$ cat config.mk
export PLATFORM = sky130hd
export DESIGN_NAME = mlp_layer_sequencer
export DESIGN_NICKNAME = d
export VERILOG_FILES = /design/src/rtl/mlp_pkg.sv /design/src/rtl/mlp_valid_delay.sv /design/src/rtl/mlp_layer_sequencer.sv
export SDC_FILE = /design/constraint.sdc
export NUM_CORES = 1
export LEC_CHECK = 0
export CAP_MARGIN = 20
export CELL_PAD_IN_SITES_DETAIL_PLACEMENT = 0
export CELL_PAD_IN_SITES_GLOBAL_PLACEMENT = 1
export CORE_MARGIN = 5
export CORE_UTILIZATION = 23
export CTS_BUF_LIST = sky130_fd_sc_hd__clkbuf_4 sky130_fd_sc_hd__clkbuf_8 sky130_fd_sc_hd__clkbuf_16
export DETAILED_ROUTE_END_ITERATION = 10
export PLACE_DENSITY_LB_ADDON = 0.1
export SKIP_CTS_REPAIR_TIMING = 1
export SLEW_MARGIN = 20
export SYNTH_ARGS = -nofsm -noshare
export SYNTH_HDL_FRONTEND = slang
export SYNTH_SLANG_ARGS = --single-unit
$ cat constraint.sdc
create_clock -name clk -period 1.3 [get_ports clk]
set_clock_uncertainty 0.2 [all_clocks]
set_input_delay 0.26 -clock clk [delete_from_list [all_inputs] [get_ports clk]]
set_output_delay 0.26 -clock clk [all_outputs]
set_load 0.01 [all_outputs]
$ cat src/rtl/mlp_pkg.sv
// Shared types and sizing helpers for the MLP layer sequencer.
package mlp_pkg;

    localparam int BITS = 32;

    typedef enum logic [2:0] {
        IDLE,
        FEED,
        DRAIN,
        HOLD,
        DONE
    } seq_state_t;

    // Width needed to hold values 0..n-1, never less than one bit.
    function automatic int idx_w(input int n);
        return (n > 1) ? $clog2(n) : 1;
    endfunction

endpackage

$ cat src/rtl/mlp_valid_delay.sv
// Delays the FEED flag by LAT cycles so acc_en lines up with operands at the MAC input.
module mlp_valid_delay #(
    parameter int LAT = 1
) (
    input  logic clk,
    input  logic clr,
    input  logic vin,
    output logic vout
);

    logic [LAT:1] vld_pipe;

    always_ff @(posedge clk) begin
        if (clr) begin
            vld_pipe <= '0;
        end else begin
            for (int i = LAT; i > 1; i--) begin
                vld_pipe[i] <= vld_pipe[i-1];
            end
            vld_pipe[1] <= vin;
        end
    end

    assign vout = vld_pipe[LAT];

endmodule

$ cat src/rtl/mlp_layer_sequencer.sv
// Walks operand indices per neuron, strobes the accumulator and hands off results.
module mlp_layer_sequencer
    import mlp_pkg::*;
#(
    parameter int WIDTH   = 3,
    parameter int NEURONS = 4,
    parameter int LAT     = 1,
    parameter int NW      = idx_w(NEURONS)
) (
    input  logic            clk,
    input  logic            rst,
    input  logic            start,
    output logic [BITS-1:0] idx,
    output logic [NW-1:0]   neuron,
    output logic            acc_clr,
    output logic            acc_en,
    output logic            res_valid,
    input  logic            res_ready,
    output logic            busy,
    output logic            done
);

    localparam int IW = idx_w(WIDTH + 1);
    localparam int DW = idx_w(LAT);

    seq_state_t     state, state_nxt;
    logic [IW-1:0]  idx_q, idx_nxt;
    logic [NW-1:0]  nrn_q, nrn_nxt;
    logic [DW-1:0]  dcnt_q, dcnt_nxt;
    logic           feed;

    always_ff @(posedge clk) begin
        if (rst) begin
            state  <= IDLE;
            idx_q  <= '0;
            nrn_q  <= '0;
            dcnt_q <= '0;
        end else begin
            state  <= state_nxt;
            idx_q  <= idx_nxt;
            nrn_q  <= nrn_nxt;
            dcnt_q <= dcnt_nxt;
        end
    end

    always_comb begin
        state_nxt = state;
        idx_nxt   = idx_q;
        nrn_nxt   = nrn_q;
        dcnt_nxt  = dcnt_q;
        case (state)
            IDLE: begin
                if (start) begin
                    state_nxt = FEED;
                    idx_nxt   = '0;
                    nrn_nxt   = '0;
                end
            end
            FEED: begin
                if (idx_q == IW'(WIDTH)) begin
                    state_nxt = DRAIN;
                    idx_nxt   = '0;
                    dcnt_nxt  = DW'(LAT - 1);
                end else begin
                    idx_nxt = idx_q + IW'(1);
                end
            end
            DRAIN: begin
                // Wait out the operand-path latency so the last MAC lands.
                if (dcnt_q == '0) begin
                    state_nxt = HOLD;
                end else begin
                    dcnt_nxt = dcnt_q - DW'(1);
                end
            end
            HOLD: begin
                if (res_ready) begin
                    if (nrn_q == NW'(NEURONS - 1)) begin
                        state_nxt = DONE;
                    end else begin
                        state_nxt = FEED;
                        nrn_nxt   = nrn_q + NW'(1);
                        idx_nxt   = '0;
                    end
                end
            end
            DONE: begin
                state_nxt = IDLE;
                nrn_nxt   = '0;
            end
            default: begin
                state_nxt = IDLE;
                idx_nxt   = '0;
                nrn_nxt   = '0;
            end
        endcase
    end

    assign feed      = (state == FEED);
    assign idx       = BITS'(idx_q);
    assign neuron    = nrn_q;
    // idx is only zero on the first FEED cycle of each neuron.
    assign acc_clr   = feed && (idx_q == '0);
    assign res_valid = (state == HOLD);
    assign busy      = (state != IDLE);
    assign done      = (state == DONE);

    mlp_valid_delay #(
        .LAT(LAT)
    ) u_dly (
        .clk  (clk),
        .clr  (rst),
        .vin  (feed),
        .vout (acc_en)
    );

endmodule

==> results of run 1 <==
## through the flow
stage	total power, W	worst slack, ns
final	0.000612	-0.283
after global routing	0.000659	-0.332
after CTS	0.000616	-0.668
after detailed placement	0.000414	-0.378
after global placement	0.000416	-0.384
after floorplan	0.000417	0.0117
## where the power goes
part / total [W] / switching [W] / internal (W) / leakage [nW]
Clock: 0.000195 / 0.0000886 / 0.000106 / 0.0138
Sequential: 0.000255 / 0.00000603 / 0.000249 / 0.0687
Combinational: 0.000162 / 0.0000912 / 0.0000706 / 0.467
Total: 0.000612 / 0.000186 / 0.000426 / 0.549
## final timing paths
check                                            start                      to  slack [ns]  depth (start not counted)
worst max-delay path             state[1]$_SDFFE_PP0P_                    busy       -0.28                          2
worst min register to register  neuron[0]$_SDFFE_PP0P_  neuron[0]$_SDFFE_PP0P_        0.27                          1
worst min-delay path            neuron[0]$_SDFFE_PP0P_  neuron[0]$_SDFFE_PP0P_        0.27                          1
worst max register to register   state[1]$_SDFFE_PP0P_  neuron[0]$_SDFFE_PP0P_       -0.18                          5
## routing by layer
metal / track usage [%] / vias to the layer above / wire length [um]
met1: 6.82 / 251 / 640
li1: - / 284 / -
met2: 11.3 / 24 / 757
met5: 0 / - / 0
met3: 1.02 / 2 / 111
met4: 4.57 / 0 / 23
## worst reg2reg max path, delay by kind of cell, from the launching register on
family / cells / cell delay [ns]
compound gates: 1 / 0.07
buf+inv: 2 / 0.24
flops: 1 / 0.35
simple gates: 2 / 0.50
## cell type report
cell class                 instances  area, um2  area share, %
multi-input combinational         68        410           41.6
timing repair buffer              32        309           31.3
sequential                         8        175           17.7
tap                               44       55.1           5.58
clock buffer                       3       22.5           2.28
inverter                           4       15.0           1.52
## cells by family (layout without fill, tap and decap cells)
logic type                 count (synthesis)  in the layout  synth area share [%]
adders and majority gates                  3              3                  5.20
and+or+nand+nor                           26             26                  25.5
buffers and inverters                     37             39                  38.0
other                                      1             30                 0.519
AOI/OAI and AO/OA                          9              9                  8.67
DFF                                        8              8                  22.2
## sequential cells by signal, indices dropped and copies added, names as in the netlist
register    cells
neuron          2
u_dly.vout      1
idx_q           2
state           3
## placed cells by master (no fill, tap or decap), drive strengths merged, types with 3 or more instances in the layout
master and count:
buf 25, clkbuf 4, conb 30, dfxtp 8, dlymetal6s2s 4, ha 3
inv 4, nand2 8, nand4b 3, o21ai 5
==> impl_results.html, run 1 <==
<table>
<tr><th>Metric</th><th>Value</th></tr>
<tr><th colspan="2">Status</th></tr>
<tr><td>Outcome</td><td>finished, violations left</td></tr>
<tr><td>Violated checks</td><td>setup timing</td></tr>
<tr><th colspan="2">Die</th></tr>
<tr><td>Core region area</td><td>0.00303 mm2</td></tr>
<tr><td>Starting utilization of the core area</td><td>23.8%</td></tr>
<tr><td>Die outline height</td><td>66.0 um</td></tr>
<tr><td>Width of the die</td><td>66.0 um</td></tr>
<tr><td>Total die area</td><td>0.00436 mm2</td></tr>
<tr><td>IO Pins</td><td>43</td></tr>
<tr><td>Site Rows</td><td>20</td></tr>
<tr><th colspan="2">Setup path</th></tr>
<tr><td>Data required time at the worst endpoint</td><td>0.84 ns</td></tr>
<tr><td>Category of the worst setup path launch point</td><td>flip-flop</td></tr>
<tr><td>Stage delay of the slowest cell on the critical path</td><td>0.39 ns</td></tr>
<tr><td>Category of the worst setup path capture point</td><td>output pin</td></tr>
<tr><td>Highest fanout seen on the critical path</td><td>4</td></tr>
<tr><td>Critical path arrival</td><td>1.12 ns</td></tr>
<tr><td>Cell family with the largest share of critical-path delay</td><td>simple AND/OR/NAND/NOR gates</td></tr>
<tr><td>Slowest cell on the critical path</td><td>sky130_fd_sc_hd__or3_4</td></tr>
<tr><td>Buffer and inverter count on the worst path</td><td>1</td></tr>
<tr><td>Cell-by-cell trace of the critical path</td><td>or3_4, buf_6</td></tr>
<tr><td>Class of the most critical setup path</td><td>flip-flop to output pin</td></tr>
<tr><th colspan="2">Placed design</th></tr>
<tr><td>Routability congestion estimate from global placement</td><td>0.711</td></tr>
<tr><td>Number of cells in the design after placement</td><td>151</td></tr>
<tr><td>I/O Buffers</td><td>12</td></tr>
<tr><td>HPWL after detailed placement</td><td>1200 um</td></tr>
<tr><td>Dpl cell area</td><td>865 um2</td></tr>
<tr><th colspan="2">Yosys</th></tr>
<tr><td>Post-synth EDFFs</td><td>0</td></tr>
<tr><td>Top cell types by occurrence after synthesis</td><td>sky130_fd_sc_hd__buf_4 (30), sky130_fd_sc_hd__dfxtp_1 (8), sky130_fd_sc_hd__nand2_1 (8)</td></tr>
<tr><td>Post-synth cell types</td><td>27</td></tr>
<tr><td>Share of the yosys chip area belonging to registers</td><td>22.2%</td></tr>
<tr><td>Synth area leaders</td><td>sky130_fd_sc_hd__buf_4 (31%), sky130_fd_sc_hd__dfxtp_1 (22%), sky130_fd_sc_hd__ha_1 (5.2%), sky130_fd_sc_hd__buf_6 (4.7%), sky130_fd_sc_hd__nand2_1 (4.2%)</td></tr>
<tr><td>Warnings, synthesis</td><td>0</td></tr>
<tr><td>Post-synth top flop</td><td>sky130_fd_sc_hd__dfxtp_1</td></tr>
<tr><td>Async S/R FF share, synth</td><td>0%</td></tr>
<tr><td>Fraction of post-synthesis cell area in the top cell type by area</td><td>31.2%</td></tr>
<tr><td>Library cell with the highest instance count after synthesis</td><td>sky130_fd_sc_hd__buf_4</td></tr>
<tr><td>Avg Inst Size Synth</td><td>8.59 um2</td></tr>
<tr><td>Synth area leader</td><td>sky130_fd_sc_hd__buf_4</td></tr>
<tr><td>Post-Synthesis Cell Area</td><td>722 um2</td></tr>
<tr><td>Flip-flop and latch count after synthesis</td><td>8</td></tr>
<tr><td>Gate count after technology mapping</td><td>84</td></tr>
<tr><th colspan="2">Clock tree</th></tr>
<tr><td>TritonCTS buffer count</td><td>3</td></tr>
<tr><td>Number of H-tree branching levels</td><td>1</td></tr>
<tr><td>Insertion delay of the later-clocked pin in the worst-skew pair</td><td>0.25 ns</td></tr>
<tr><td>Clock-pin slew on the worst setup and hold paths</td><td>0.05 ns</td></tr>
<tr><td>Bufs on Longest Clock Path</td><td>2</td></tr>
<tr><td>Sinks on Clock Net</td><td>8</td></tr>
<tr><td>Root buffer cell</td><td>sky130_fd_sc_hd__clkbuf_4</td></tr>
<tr><td>Clock tree from TritonCTS</td><td>done</td></tr>
<tr><th colspan="2">Drt</th></tr>
<tr><td>Drt total wl</td><td>1530 um</td></tr>
<tr><td>Average routed wire per standard cell</td><td>9.64 um</td></tr>
<tr><td>Total number of vias</td><td>561</td></tr>
<tr><td>Antenna-violating nets left</td><td>0</td></tr>
<tr><td>Number of DRC violations after detailed routing</td><td>0</td></tr>
<tr><td>Detailed-route vias per instance</td><td>3.53</td></tr>
<tr><td>Count of TritonRoute iterations in the first routing pass</td><td>4</td></tr>
<tr><td>Initial detailed-routing violation count</td><td>7</td></tr>
<tr><th colspan="2">Power and ir drop</th></tr>
<tr><td>Worst-case vdd ir drop</td><td>0.142 mV</td></tr>
<tr><td>Pwr/cell area</td><td>620 mW/mm2</td></tr>
<tr><td>Leakage Power</td><td>0.549 nW</td></tr>
<tr><th colspan="2">Timing</th></tr>
<tr><td>Least setup slack across all paths after layout</td><td>-0.283 ns</td></tr>
<tr><td>RSZ-0062 raised after global routing</td><td>yes</td></tr>
<tr><td>Achievable frequency</td><td>632 MHz</td></tr>
<tr><td>Hold violation total from the final report</td><td>0</td></tr>
<tr><td>Final Critical Period</td><td>1.58 ns</td></tr>
<tr><td>Total Neg Setup Slack</td><td>-1.30 ns</td></tr>
<tr><td>Number of setup violations in the final report</td><td>10</td></tr>
<tr><td>Max Transition Viols Final</td><td>0</td></tr>
<tr><td>Period Utilization, post-route</td><td>122%</td></tr>
<tr><td>Final-layout worst hold slack</td><td>0.265 ns</td></tr>
<tr><th colspan="2">Worst hold path</th></tr>
<tr><td>Path type of the worst min-delay path</td><td>flip-flop to flip-flop</td></tr>
<tr><th colspan="2">Global routing</th></tr>
<tr><td>Antenna violations before repair</td><td>0</td></tr>
<tr><td>Final global-route overflow total</td><td>0</td></tr>
<tr><td>Total Routing Usage GR</td><td>6.38%</td></tr>
<tr><td>Global-route wire length before repair</td><td>2090 um</td></tr>
<tr><td>Largest net degree at the start of global routing</td><td>11</td></tr>
<tr><td>Via count of the first global-routing pass</td><td>495</td></tr>
<tr><th colspan="2">Finish</th></tr>
<tr><td>Final instance area</td><td>987 um2</td></tr>
<tr><td>Area growth from synthesis to final layout</td><td>36.7%</td></tr>
<tr><td>Final design utilization</td><td>32.6%</td></tr>
<tr><td>Fill cells</td><td>323</td></tr>
<tr><td>Inserted Diodes</td><td>0</td></tr>
<tr><td>Number of standard cells in the final layout excluding fillers</td><td>159</td></tr>
<tr><td>Fraction of layout instances using a drive strength above 1</td><td>39.1%</td></tr>
<tr><td>Number of nets in the final layout</td><td>124</td></tr>
<tr><th colspan="2">Flow run</th></tr>
<tr><td>Number of maximum-capacitance constraint violations</td><td>0</td></tr>
</table>
Note: power is estimated with default switching activity, not from simulation.
==> inputs of run 2 (changes only) <==
--- a/config.mk
+++ b/config.mk
@@ -11,6 +11,7 @@
 export CORE_MARGIN = 5
 export CORE_UTILIZATION = 23
 export CTS_BUF_LIST = sky130_fd_sc_hd__clkbuf_4 sky130_fd_sc_hd__clkbuf_8 sky130_fd_sc_hd__clkbuf_16
+export CTS_CLUSTER_SIZE = 28
 export DETAILED_ROUTE_END_ITERATION = 10
 export PLACE_DENSITY_LB_ADDON = 0.1
 export SKIP_CTS_REPAIR_TIMING = 1
==> results of run 2 <==
No change in the layout: final DEF, timing and power equal those of run 1.
